[src/rtl/result_sig_collector.sv]
// result_sig_collector
// Compresses a valid/ready stream of DATA_W-bit results into a per-frame
// summary: MISR signature, saturating beat count, and unsigned min/max.
// The summary is presented on a held valid/ready port after the last beat.

module result_sig_collector #(
    parameter int               DATA_W  = 10,
    parameter int               SIG_W   = 16,
    parameter logic [SIG_W-1:0] POLY    = 16'h1021,
    parameter logic [SIG_W-1:0] SEED    = 16'hFFFF,
    parameter int               COUNT_W = 16
) (
    input  logic               clk,
    input  logic               rst,
    input  logic               clear,
    input  logic               in_valid,
    output logic               in_ready,
    input  logic [DATA_W-1:0]  in_data,
    input  logic               in_last,
    output logic               sig_valid,
    input  logic               sig_ready,
    output logic [SIG_W-1:0]   sig_value,
    output logic [COUNT_W-1:0] sig_count,
    output logic [DATA_W-1:0]  sig_min,
    output logic [DATA_W-1:0]  sig_max
);

    typedef enum logic {
        COLLECT = 1'b0,
        HOLD    = 1'b1
    } state_t;

    state_t             state;
    logic [SIG_W-1:0]   misr;
    logic [COUNT_W-1:0] count;
    logic [DATA_W-1:0]  min_val;
    logic [DATA_W-1:0]  max_val;
    logic               accept;

    // One MISR step: shift left, fold the dropped MSB back through POLY,
    // then XOR in the zero-extended data word.
    function automatic logic [SIG_W-1:0] misr_step(
        input logic [SIG_W-1:0]  cur,
        input logic [DATA_W-1:0] d
    );
        logic [SIG_W-1:0] ext;
        logic [SIG_W-1:0] fb;
        ext              = '0;
        ext[DATA_W-1:0]  = d;
        fb               = cur[SIG_W-1] ? POLY : '0;
        return {cur[SIG_W-2:0], 1'b0} ^ fb ^ ext;
    endfunction

    // Beat counter sticks at all-ones instead of wrapping.
    function automatic logic [COUNT_W-1:0] count_sat_inc(
        input logic [COUNT_W-1:0] c
    );
        if (&c) begin
            return c;
        end
        return c + COUNT_W'(1);
    endfunction

    function automatic logic [DATA_W-1:0] umin(
        input logic [DATA_W-1:0] a,
        input logic [DATA_W-1:0] b
    );
        return (b < a) ? b : a;
    endfunction

    function automatic logic [DATA_W-1:0] umax(
        input logic [DATA_W-1:0] a,
        input logic [DATA_W-1:0] b
    );
        return (b > a) ? b : a;
    endfunction

    // Ready only while collecting; clear blocks acceptance so an aborted
    // cycle never contributes a beat.
    assign in_ready = (state == COLLECT) && !clear;
    assign accept   = in_valid && in_ready;

    // The accumulators double as the summary outputs; they hold their
    // frame-start values while a frame is empty.
    assign sig_value = misr;
    assign sig_count = count;
    assign sig_min   = min_val;
    assign sig_max   = max_val;

    // Frame FSM and accumulators; sig_valid is registered alongside state.
    always_ff @(posedge clk or posedge rst) begin
        if (rst) begin
            state     <= COLLECT;
            sig_valid <= 1'b0;
            misr      <= SEED;
            count     <= '0;
            min_val   <= '1;
            max_val   <= '0;
        end else if (state == COLLECT) begin
            if (clear) begin
                misr    <= SEED;
                count   <= '0;
                min_val <= '1;
                max_val <= '0;
            end else if (accept) begin
                misr    <= misr_step(misr, in_data);
                count   <= count_sat_inc(count);
                min_val <= umin(min_val, in_data);
                max_val <= umax(max_val, in_data);
                if (in_last) begin
                    state     <= HOLD;
                    sig_valid <= 1'b1;
                end
            end
        end else begin
            // HOLD: summary frozen until taken; clear has no effect here.
            if (sig_ready) begin
                state     <= COLLECT;
                sig_valid <= 1'b0;
                misr      <= SEED;
                count     <= '0;
                min_val   <= '1;
                max_val   <= '0;
            end
        end
    end

endmodule
[config.mk]
export PLATFORM = sky130hd
export DESIGN_NAME = result_sig_collector
export DESIGN_NICKNAME = d
export VERILOG_FILES = /design/src/rtl/result_sig_collector.sv
export SDC_FILE = /design/constraint.sdc
export NUM_CORES = 1
export LEC_CHECK = 0
export BUFFER_PORTS_ARGS = -buffer_cell sky130_fd_sc_hd__buf_2
export CAP_MARGIN = 30
export CORE_UTILIZATION = 23
export DETAILED_ROUTE_END_ITERATION = 6
export GPL_ROUTABILITY_DRIVEN = 0
export PLACE_DENSITY_LB_ADDON = 0.25
export SYNTH_ARGS = -nofsm -noshare
export SYNTH_HDL_FRONTEND = slang
export SYNTH_SLANG_ARGS = --single-unit
export TNS_END_PERCENT = 1
[constraint.sdc]
create_clock -name clk -period 4.9 [get_ports clk]
set_input_delay 1.225 -clock clk [delete_from_list [all_inputs] [get_ports clk]]
set_output_delay 1.225 -clock clk [all_outputs]
set_load 0.02 [all_outputs]
Word level (Yosys, flattened, before mapping)
Index checks and enable logic that the tools add are counted.

Flip-flop bits (word level): 54. Input bits: 16. Output and inout port bits: 54. Word-level logic and storage cells: 63.

Add/sub/neg operators: 1. $lt $le $gt $ge: 2. Equal/unequal tests: 3. Multiplexer cells: 34. Bitwise logic cells: 3. Reductions and logical operators: 14.

Operators by type and width (count): 2-to-1 mux 16 bit (9); 2-to-1 mux 10 bit (10); adder 16 x 1 -> 16 bit, second input constant (1); AND reduction 16 bit (1); bitwise XOR 16 x 10 -> 16 bit (1); bitwise XOR 16 x 13 -> 16 bit (1); 2-to-1 mux 1 bit (14); 2-to-1 mux 13 bit (1); greater-than comparator 10 bit (1); less-than comparator 10 bit (1); AND reduction 3 bit (3); nonzero test 3 bit (3); != test 4 bit, second input constant (1); AND reduction 4 bit (1); nonzero test 2 bit (2); logical AND 1 bit (2); != test 2 x 1 -> 1 bit, second input constant (1); != test 2 bit, second input constant (1); AND reduction 2 bit (1); zero test 1 bit (1); NOT 1 bit (1).

Longest topological paths before layout
Gate-level depths: netlist (run 1).

Word-level depth: 10. Depth in mapped cells: 9. Mapped depth without buffers: 7.

Worst setup path before layout (run 1)
No wires, ideal clock.

Path type: input to output. From: input port clear. To: output port in_ready. Arrival time: 2027 ps. Data required time: 3675 ps. Path slack: 1648 ps. Stages: 4. Path buffers: 2. Cell sequence: or2_1 buf_6 inv_4 clkbuf_1.

Cells in the longest elaborated chain, start to end: 2.

Ends and longest elaborated chain: start, declared (RTL line 15) `input logic clear,`; zero test 1 bit (RTL line 80) `assign in_ready = (state == COLLECT) && !clear;`; logical AND 1 bit (RTL line 80); end, declared (RTL line 17) `output logic in_ready,`.

Every way passes these cells.

Worst setup path in the final report (run 1)
Ends and elaborated chain as after synthesis.

==> results_dict.tcl, run 1 <==
set metrics [dict create \
    period_minus_slack_ps 3450 \
    yosysMostFrequentCell "dfrtp_1" \
    core-area_um2 12600 \
    ir_drop_mv 0.119 \
    clkSinkCount 54 \
    top_usage_layer "met2" \
    dp_hpwl_um 6070 \
    relSlewSlack_pct 45.9 \
    min_period_over_period_pct 70.4 \
    fin_skew_ps 8.98 \
    die-area_um2 13400 \
    slew_viol_final 0 \
    status "complete, no violations" \
    grt_first_pass_wirelength_um 13000 \
    clockBufferDepth 2 \
    use_met3_pct 2.98 \
    clkTransAtPathRegs_ps 70 \
    crit_fanout 18 \
    timing.fmax_ghz 0.290 \
    n_antenna_cell 0 \
    stdcell_area_um2 3630 \
    grt_overflow 0 \
    synthesis.nets 329 \
    cp-end-kind "output port" \
    startpoint_type "input port" \
    finalNonFillerCells 530 \
    via_count 2488 \
    final_core_util_pct 28.8 \
    root_buffer "clkbuf_16" \
    fp-row-count 41 \
    cp_data_arrival_time_ps 2220 \
    dpl_cell_area_um2 3480 \
    required_ps 3670 \
    synth_top_area_share_pct 23.5 \
    synth_edf_count 0 \
    antenna_found_initial 0 \
    grt_max_degree 38 \
    grt_usage_pct 12.9 \
    grt_pass1_vias 2422 \
    cts_setup_buffers 0 \
    ys_seq_area_share_pct 46.5 \
    synth_ff_type "dfrtp_1" \
    p_leak_uw 0.00162 \
    setup_tns_ps 0 \
    synth.avg_cell_area_um2 10.2 \
    cts_buffers 5 \
    synth-async-reset-ratio_pct 100 \
    ys_ff_latch 54 \
    initial_core_util_pct 23.6 \
    die_w_um 116 \
    grt_use_met1_pct 17.2 \
    yosysWarnings 0 \
    numPortBuffers 69 \
    place_inst 522 \
    ant_nets 0 \
    critPathKind "in -> out" \
    rsz0062_at_grt "false" \
    use_met2_pct 19.8 \
    wl_per_cell_um 15.5 \
    synth.area.top_cells "dfrtp_1 24%, dfstp_2 23%, ha_1 8.4%" \
    setup_viol 0 \
    netlist_area_um2 2980 \
    finalNetCount 393 \
    tightest_slew_ps 808 \
    drive_gt1_share_pct 31.0 \
    insertion_delay_ps 300 \
    die_h_um 116 \
    dr.pass1.iters 4 \
    min_path_type "reg -> reg" \
    vias_per_cell 4.69 \
    top_level_ports 70 \
    drv_cap 0 \
    cts_hold_buffers 0 \
    syn_inst 293 \
    totalWireLength_um 8210 \
    cts-resized-gates 0 \
    cts_tree "yes" \
    yosysUniqueCellTypes 42 \
    drtIter0Drc 125 \
    synth.top_cells.by_count "28 x dfrtp_1, 26 x dfstp_2, 24 x inv_1" \
    hold_viol_final 0 \
    p_total_uw 1130 \
    post-route-drc-count 0 \
    yosysTopAreaCell "dfrtp_1" \
    power_density_nw_per_um2 311 \
    cts_max_level 2 \
    synthToLayoutAreaGrowth_pct 22.0 \
]
## layout by cell type, fill, tap and decap left out, types with 2 or more instances in the layout
master	instances
a32o_1	10
o311ai_0	2
o32a_1	10
dfstp_2	26
or3_1	4
and3_1	4
nand4_1	3
o22a_1	6
buf_4	3
xnor2_1	12
nand2_1	15
and2_1	3
o21a_1	2
clkbuf_16	5
o21ai_0	22
inv_1	23
a211oi_1	3
nand3_1	10
nor2_1	20
buf_2	69
a31oi_1	12
ha_1	20
dfrtp_1	28
o41ai_1	2
a21oi_1	7
nor3_1	2
o31ai_1	12
nand2b_1	5
## power by group
group / switching (uW) / internal [uW]
registers: 31.1 / 494
logic: 155 / 84.1
clock network: 162 / 203
## worst paths after layout
check | startpoint | endpoint | slack [ps] | depth (start not counted)
max | clear | in_ready | 1450 | 4
min | state | sig_valid | 500 | 1
max in group asynchronous | rst | sig_min[5] | 3150 | 3
max reg2reg | state | sig_count[9] | 2400 | 6
min reg2reg | state | sig_valid | 500 | 1
min in group asynchronous | rst | sig_count[0] | 910 | 2
## worst max-delay path, cell delays in order
cell and delay (ps):
buf_2 120, or2_1 410, inv_4 260, buf_2 210
## layout make-up
type                    count  area (um^2)
clock inverters             1         5.00
clock buffers               7          143
repair buffers             72          368
flip-flops and latches     54         1380
fillers                  1390         8990
multi-input cells         199         1420
inverters                  25         96.3
well taps                 172          215
## flip-flops by register name (all words and copies together) (netlist names)
signal / count
sig_min: 10
sig_count: 16
sig_value: 16
sig_valid: 1
state: 1
sig_max: 10
## metal layers
| metal | vias up | routed length (um) |
|---|---|---|
| li1 | 1217 | - |
| met1 | 1206 | 3930 |
| met2 | 56 | 3830 |
| met3 | 9 | 338 |
| met4 | 0 | 116 |
| met5 | - | 0 |
## through the flow
step           hold slack [ps]  worst slack, ps
3_5_place_dp               492             1450
6_report                   498             1450
5_1_grt                    529             1400
4_1_cts                    499             1450
2_1_floorplan              453             1650
3_3_place_gp               480             1470
## cells by family after synthesis
logic type	Yosys count	synth area share [%]
AOI/OAI and AO/OA	97	24.3
buffers and inverters	40	5.76
and+or+nand+nor	70	11.5
xor gates and xnor gates	12	3.53
adders and majority gates	20	8.41
DFF	54	46.5
Power figures use the tool's default switching activity.
==> run 2, diff against run 1 <==
Clock period 4.9 ns to 2.9 ns, I/O delays scaled along.
==> run 2 against run 1 <==
Global-route usage down 0.10 points. Sequential cell count unchanged. Register-to-register slack worse by 1800 ps. Non-clock buffer count up 9. Clock power up 64%. Critical path depth up 5. Worst hold slack worse by 10 ps. Wire length down 1.0%. Sequential power up 69%. Total power up 69%.
==> results_dict.tcl, run 2 (synthesized netlist as in run 1, its figures left out) <==
set metrics [dict create \
    cp_data_arrival_time_ps 2640 \
    tightest_slew_ps 799 \
    grt_max_degree 35 \
    via_count 2589 \
    period_minus_slack_ps 2460 \
    grt_first_pass_wirelength_um 13200 \
    n_antenna_cell 0 \
    required_ps 3080 \
    fin_skew_ps 5.89 \
    initial_core_util_pct 23.6 \
    hold_viol_final 0 \
    numPortBuffers 69 \
    clkTransAtPathRegs_ps 70 \
    clkSinkCount 54 \
    ant_nets 0 \
    slowest_stage "a2111oi_0" \
    die_w_um 116 \
    antenna_found_initial 0 \
    cp_slowest_stage_delay_ps 570 \
    fp-row-count 41 \
    setup_viol 0 \
    critPathKind "in -> reg" \
    min_period_over_period_pct 85.0 \
    cts_setup_buffers 0 \
    status "complete, no violations" \
    final_cell_mix "69 x buf_2, 28 x dfrtp_1, 26 x dfstp_2, 23 x inv_1, 22 x o21ai_0" \
    core-area_um2 12600 \
    cts_hold_buffers 0 \
    relSlewSlack_pct 46.5 \
    grt_overflow 0 \
    startpoint_type "input port" \
    insertion_delay_ps 290 \
    setup_tns_ps 0 \
    power_density_nw_per_um2 515 \
    hold_ws_ps 488 \
    grt_usage_pct 12.8 \
    timing.fmax_ghz 0.406 \
    path_cells "buf_2 -> ha_1 -> a21oi_1 -> o21ai_0 -> a2111oi_0 -> buf_4 -> nor3_2 -> buf_4 -> a32o_1" \
    die-area_um2 13400 \
    cts_buffers 5 \
    die_h_um 116 \
    min_path_type "reg -> reg" \
    drive_gt1_share_pct 33.0 \
    root_buffer "clkbuf_16" \
    final_common_cell "buf_2" \
    cts_tree "yes" \
    post-route-drc-count 0 \
    finalNetCount 402 \
    dr.pass1.iters 4 \
    crit_fanout 6 \
    synthToLayoutAreaGrowth_pct 24.3 \
    top_level_ports 70 \
    drtIter0Drc 123 \
    cts-resized-gates 0 \
    dp_hpwl_um 6190 \
    p_leak_uw 0.00166 \
    vias_per_cell 4.80 \
    rsz0062_at_grt "false" \
    cp-end-kind "flop" \
    totalWireLength_um 8130 \
    wl_per_cell_um 15.1 \
    clockBufferDepth 2 \
    ir_drop_mv 0.232 \
    drv_cap 0 \
    slew_viol_final 0 \
    path_common_cell "buf_4" \
    cts_max_level 2 \
    grt_pass1_vias 2491 \
]
==> run 2: final timing paths <==
kind                            slack, ps             to  startpoint  depth (start not counted)
worst min-delay path                  490      sig_valid       state                          1
worst max-delay path                  440     sig_max[4]  in_data[5]                          9
min in group asynchronous             570   sig_count[0]         rst                          2
worst min register to register        490      sig_valid       state                          1
worst max register to register        620     sig_max[4]  sig_max[5]                          9
max in group asynchronous            1550  sig_value[10]         rst                          3
==> run 2: power by group <==
| group | internal (uW) | leakage [uW] | switching (uW) |
|---|---|---|---|
| Clock | 320 | 0.0000698 | 279 |
| Sequential | 834 | 0.000655 | 51.2 |
| Combinational | 155 | 0.000936 | 265 |
| Total | 1310 | 0.00166 | 596 |
==> run 2: critical path, delay by kind of cell <==
kind                     cells  cell delay (ps)
adder cells (fa/ha/maj)      1              330
buffers and inverters        3              520
AND/OR/NAND/NOR              1               40
AO/OA/AOI/OAI                4             1010
==> run 2: per-stage QoR <==
| stage | std cells | utilization, % | cell area, um^2 | setup slack, ps | total power, uW |
|---|---|---|---|---|---|
| after floorplan | 293 | - | 2980 | 550 | 1170 |
| after global placement | 531 | 28.1 | 3550 | 198 | 1320 |
| after detailed placement | 531 | 28.1 | 3550 | 174 | 1330 |
| after CTS | 539 | 29.3 | 3700 | 470 | 1940 |
| after global routing | 539 | 29.3 | 3700 | 340 | 2020 |
| final | 539 | 29.3 | 3700 | 436 | 1910 |
==> run 2: area by class of cell <==
type                    count  area (um^2)
fillers                  1397         8920
repair buffers             81          435
multi-input cells         199         1420
clock inverters             3         21.3
inverters                  25         96.3
well taps                 172          215
clock buffers               5          125
flip-flops and latches     54         1380
==> run 2: routing by layer <==
| metal | track usage, % | share of wire, % | up-vias |
|---|---|---|---|
| li1 | - | - | 1240 |
| met4 | 4.10 | 1.3 | 0 |
| met2 | 20.8 | 47 | 59 |
| met1 | 17.0 | 47 | 1285 |
| met5 | 0 | 0 | - |
| met3 | 2.46 | 4.2 | 5 |
==> run 3, diff against run 2 <==
Settings changed: ABC_AREA set to 1.
Clock period 2.9 ns to 2.14 ns, I/O delays scaled along.
==> run 3 against run 2 <==
Count of clock-buffer cells in the layout increased by 2. Critical path depth decreased by 6. Worst setup slack got worse by 280 ps. Sequential power increased by 55%. Global-route usage increased by 0.54 points. Synthesized cell count increased by 53%. Combinational power increased by 140%. Total power increased by 74%. Worst hold slack got worse by 230 ps. First-iteration DRC count increased by 20%. Utilization increased by 0.13 points. Critical path type is now reg -> out. Critical endpoint is now in_ready. Largest cell class unchanged. Largest power group unchanged.
==> results_dict.tcl, run 3 <==
set metrics [dict create \
    cts_hold_buffers 0 \
    core-area_um2 14000 \
    synthesis.nets 484 \
    r2r-end "sig_min[8]" \
    synth_top_area_share_pct 21.1 \
    stdcell_area_um2 4120 \
    yosysWarnings 0 \
    min_path_type "in -> async" \
    insertion_delay_ps 300 \
    cts-resized-gates 0 \
    hold_ws_ps 256 \
    vias_per_cell 4.34 \
    p_leak_uw 0.00215 \
    rsz0062_at_grt "false" \
    synth.avg_cell_area_um2 7.42 \
    final_common_cell "nand2_1" \
    setup_tns_ps 0 \
    cp_slowest_stage_delay_ps 490 \
    grt_max_degree 37 \
    die-area_um2 14900 \
    relSlewSlack_pct 68.0 \
    p_int_uw 2120 \
    drive_gt1_share_pct 24.1 \
    grt_overflow 0 \
    synth.area.top_cells "dfrtp_1 21%, dfstp_2 21%, nand2_1 16%" \
    die_w_um 122 \
    status "complete, no violations" \
    via_count 3064 \
    setup_viol 0 \
    r2r_slack_ps 240 \
    period_minus_slack_ps 1980 \
    fin_skew_ps 10.2 \
    cp-end-kind "output port" \
    sequentialPowerShare_pct 41.4 \
    critPathKind "reg -> out" \
    p_clk_share_pct 28.2 \
    yosysMostFrequentCell "nand2_1" \
    cts_max_level 2 \
    ys_ff_latch 54 \
    root_buffer "clkbuf_16" \
    numPortBuffers 69 \
    drv_cap 0 \
    timing.fmax_ghz 0.504 \
    n_antenna_cell 0 \
    wl_per_cell_um 13.4 \
    synth-async-reset-ratio_pct 100 \
    top_level_ports 70 \
    synth_edf_count 0 \
    grt_first_pass_wirelength_um 15400 \
    fp-row-count 43 \
    die_h_um 122 \
    yosysTopAreaCell "dfrtp_1" \
    crit_fanout 12 \
    cts_tree "yes" \
    antenna_found_initial 0 \
    reg2reg_depth 10 \
    synthToLayoutAreaGrowth_pct 23.9 \
    finalNetCount 561 \
    dpl_cell_area_um2 3940 \
    ys_seq_area_share_pct 41.7 \
    syn_inst 448 \
    cts_buffers 5 \
    dp_hpwl_um 7230 \
    grt_usage_pct 13.3 \
    netlist_area_um2 3320 \
    synth.top_cells.by_count "143 x nand2_1, 63 x inv_1, 40 x nand3_1" \
    initial_core_util_pct 23.7 \
    p_comb_share_pct 30.4 \
    final_cell_mix "143 x nand2_1, 69 x buf_2, 62 x inv_1, 40 x nand3_1, 34 x nor2_1" \
    totalWireLength_um 9440 \
    min_period_over_period_pct 92.7 \
    post-route-drc-count 0 \
    timing.rr.start "sig_min[7]" \
    path_cells "nor2_4 -> buf_4 -> buf_2" \
    slowest_stage "dfrtp_1" \
    yosysUniqueCellTypes 34 \
    grt_pass1_vias 2874 \
    clkTransAtPathRegs_ps 70 \
    ant_nets 0 \
    clockBufferDepth 2 \
    synth_ff_type "dfrtp_1" \
    final_core_util_pct 29.4 \
    slew_viol_final 0 \
    drtIter0Drc 147 \
    cp_data_arrival_time_ps 1450 \
    power_switching_uw 1190 \
    hold_viol_final 0 \
    nFillCells 1535 \
    ir_drop_mv 0.329 \
    power_density_nw_per_um2 805 \
    required_ps 1600 \
    swShare_pct 36.0 \
    tightest_slew_ps 479 \
    cts_setup_buffers 0 \
    dr.pass1.iters 4 \
    startpoint_type "flop" \
    clkSinkCount 54 \
]
run 3: cells by family after synthesis:
group	after synthesis	synth area share, %
flops	54	41.7
compound gates	49	9.23
xor+xnor	6	1.58
buf+inv	79	9.42
simple gates	240	30.6
fa+ha+maj	20	7.53
run 3: through the flow:
stage	std cells	worst slack [ps]	power, uW
after detailed placement	698	93.4	2420
final	706	157	3310
after CTS	706	126	3380
after global placement	698	152	2400
after floorplan	448	316	2040
after global routing	706	43.7	3550
run 3: power groups by stage:
stage                     Combinational, uW  Clock [uW]  Sequential [uW]
after floorplan                         496           0             1540
after global placement                 1010           0             1390
after detailed placement               1020           0             1390
after CTS                              1030         970             1380
after global routing                   1140        1010             1400
final                                  1010         934             1370
run 3: how the worst max path moves through the flow:
stage / from / slack [ps] / end
6_report: state / 160 / in_ready
3_3_place_gp: in_data[5] / 150 / sig_max[0]
5_1_grt: sig_min[9] / 40 / sig_min[3]
4_1_cts: state / 130 / in_ready
2_1_floorplan: sig_min[5] / 320 / sig_min[0]
3_5_place_dp: in_data[9] / 90 / sig_max[9]
run 3: cell type report:
cell class              instances  area [um^2]  area share [%]
clock inverters                 1         8.76           0.213
multi-input cells             315         1630            39.5
repair buffers                 82          455            11.1
flip-flops and latches         54         1380            33.6
well taps                     180          225            5.47
clock buffers                   7          164            3.98
inverters                      67          254            6.17
run 3: critical path, delay by kind of cell, from the launching register on:
| kind | cells | cell delay (ps) |
|---|---|---|
| and+or+nand+nor | 1 | 220 |
| DFF | 1 | 490 |
| buffers and inverters | 2 | 430 |
run 3: layer usage:
layer | GRT usage [%] | vias up | part of all wire (%)
met5 | 0 | - | 0
met4 | 3.51 | 0 | 1.1
met3 | 3.23 | 6 | 4.6
met2 | 20.4 | 50 | 45
met1 | 18.5 | 1426 | 49
li1 | - | 1582 | -
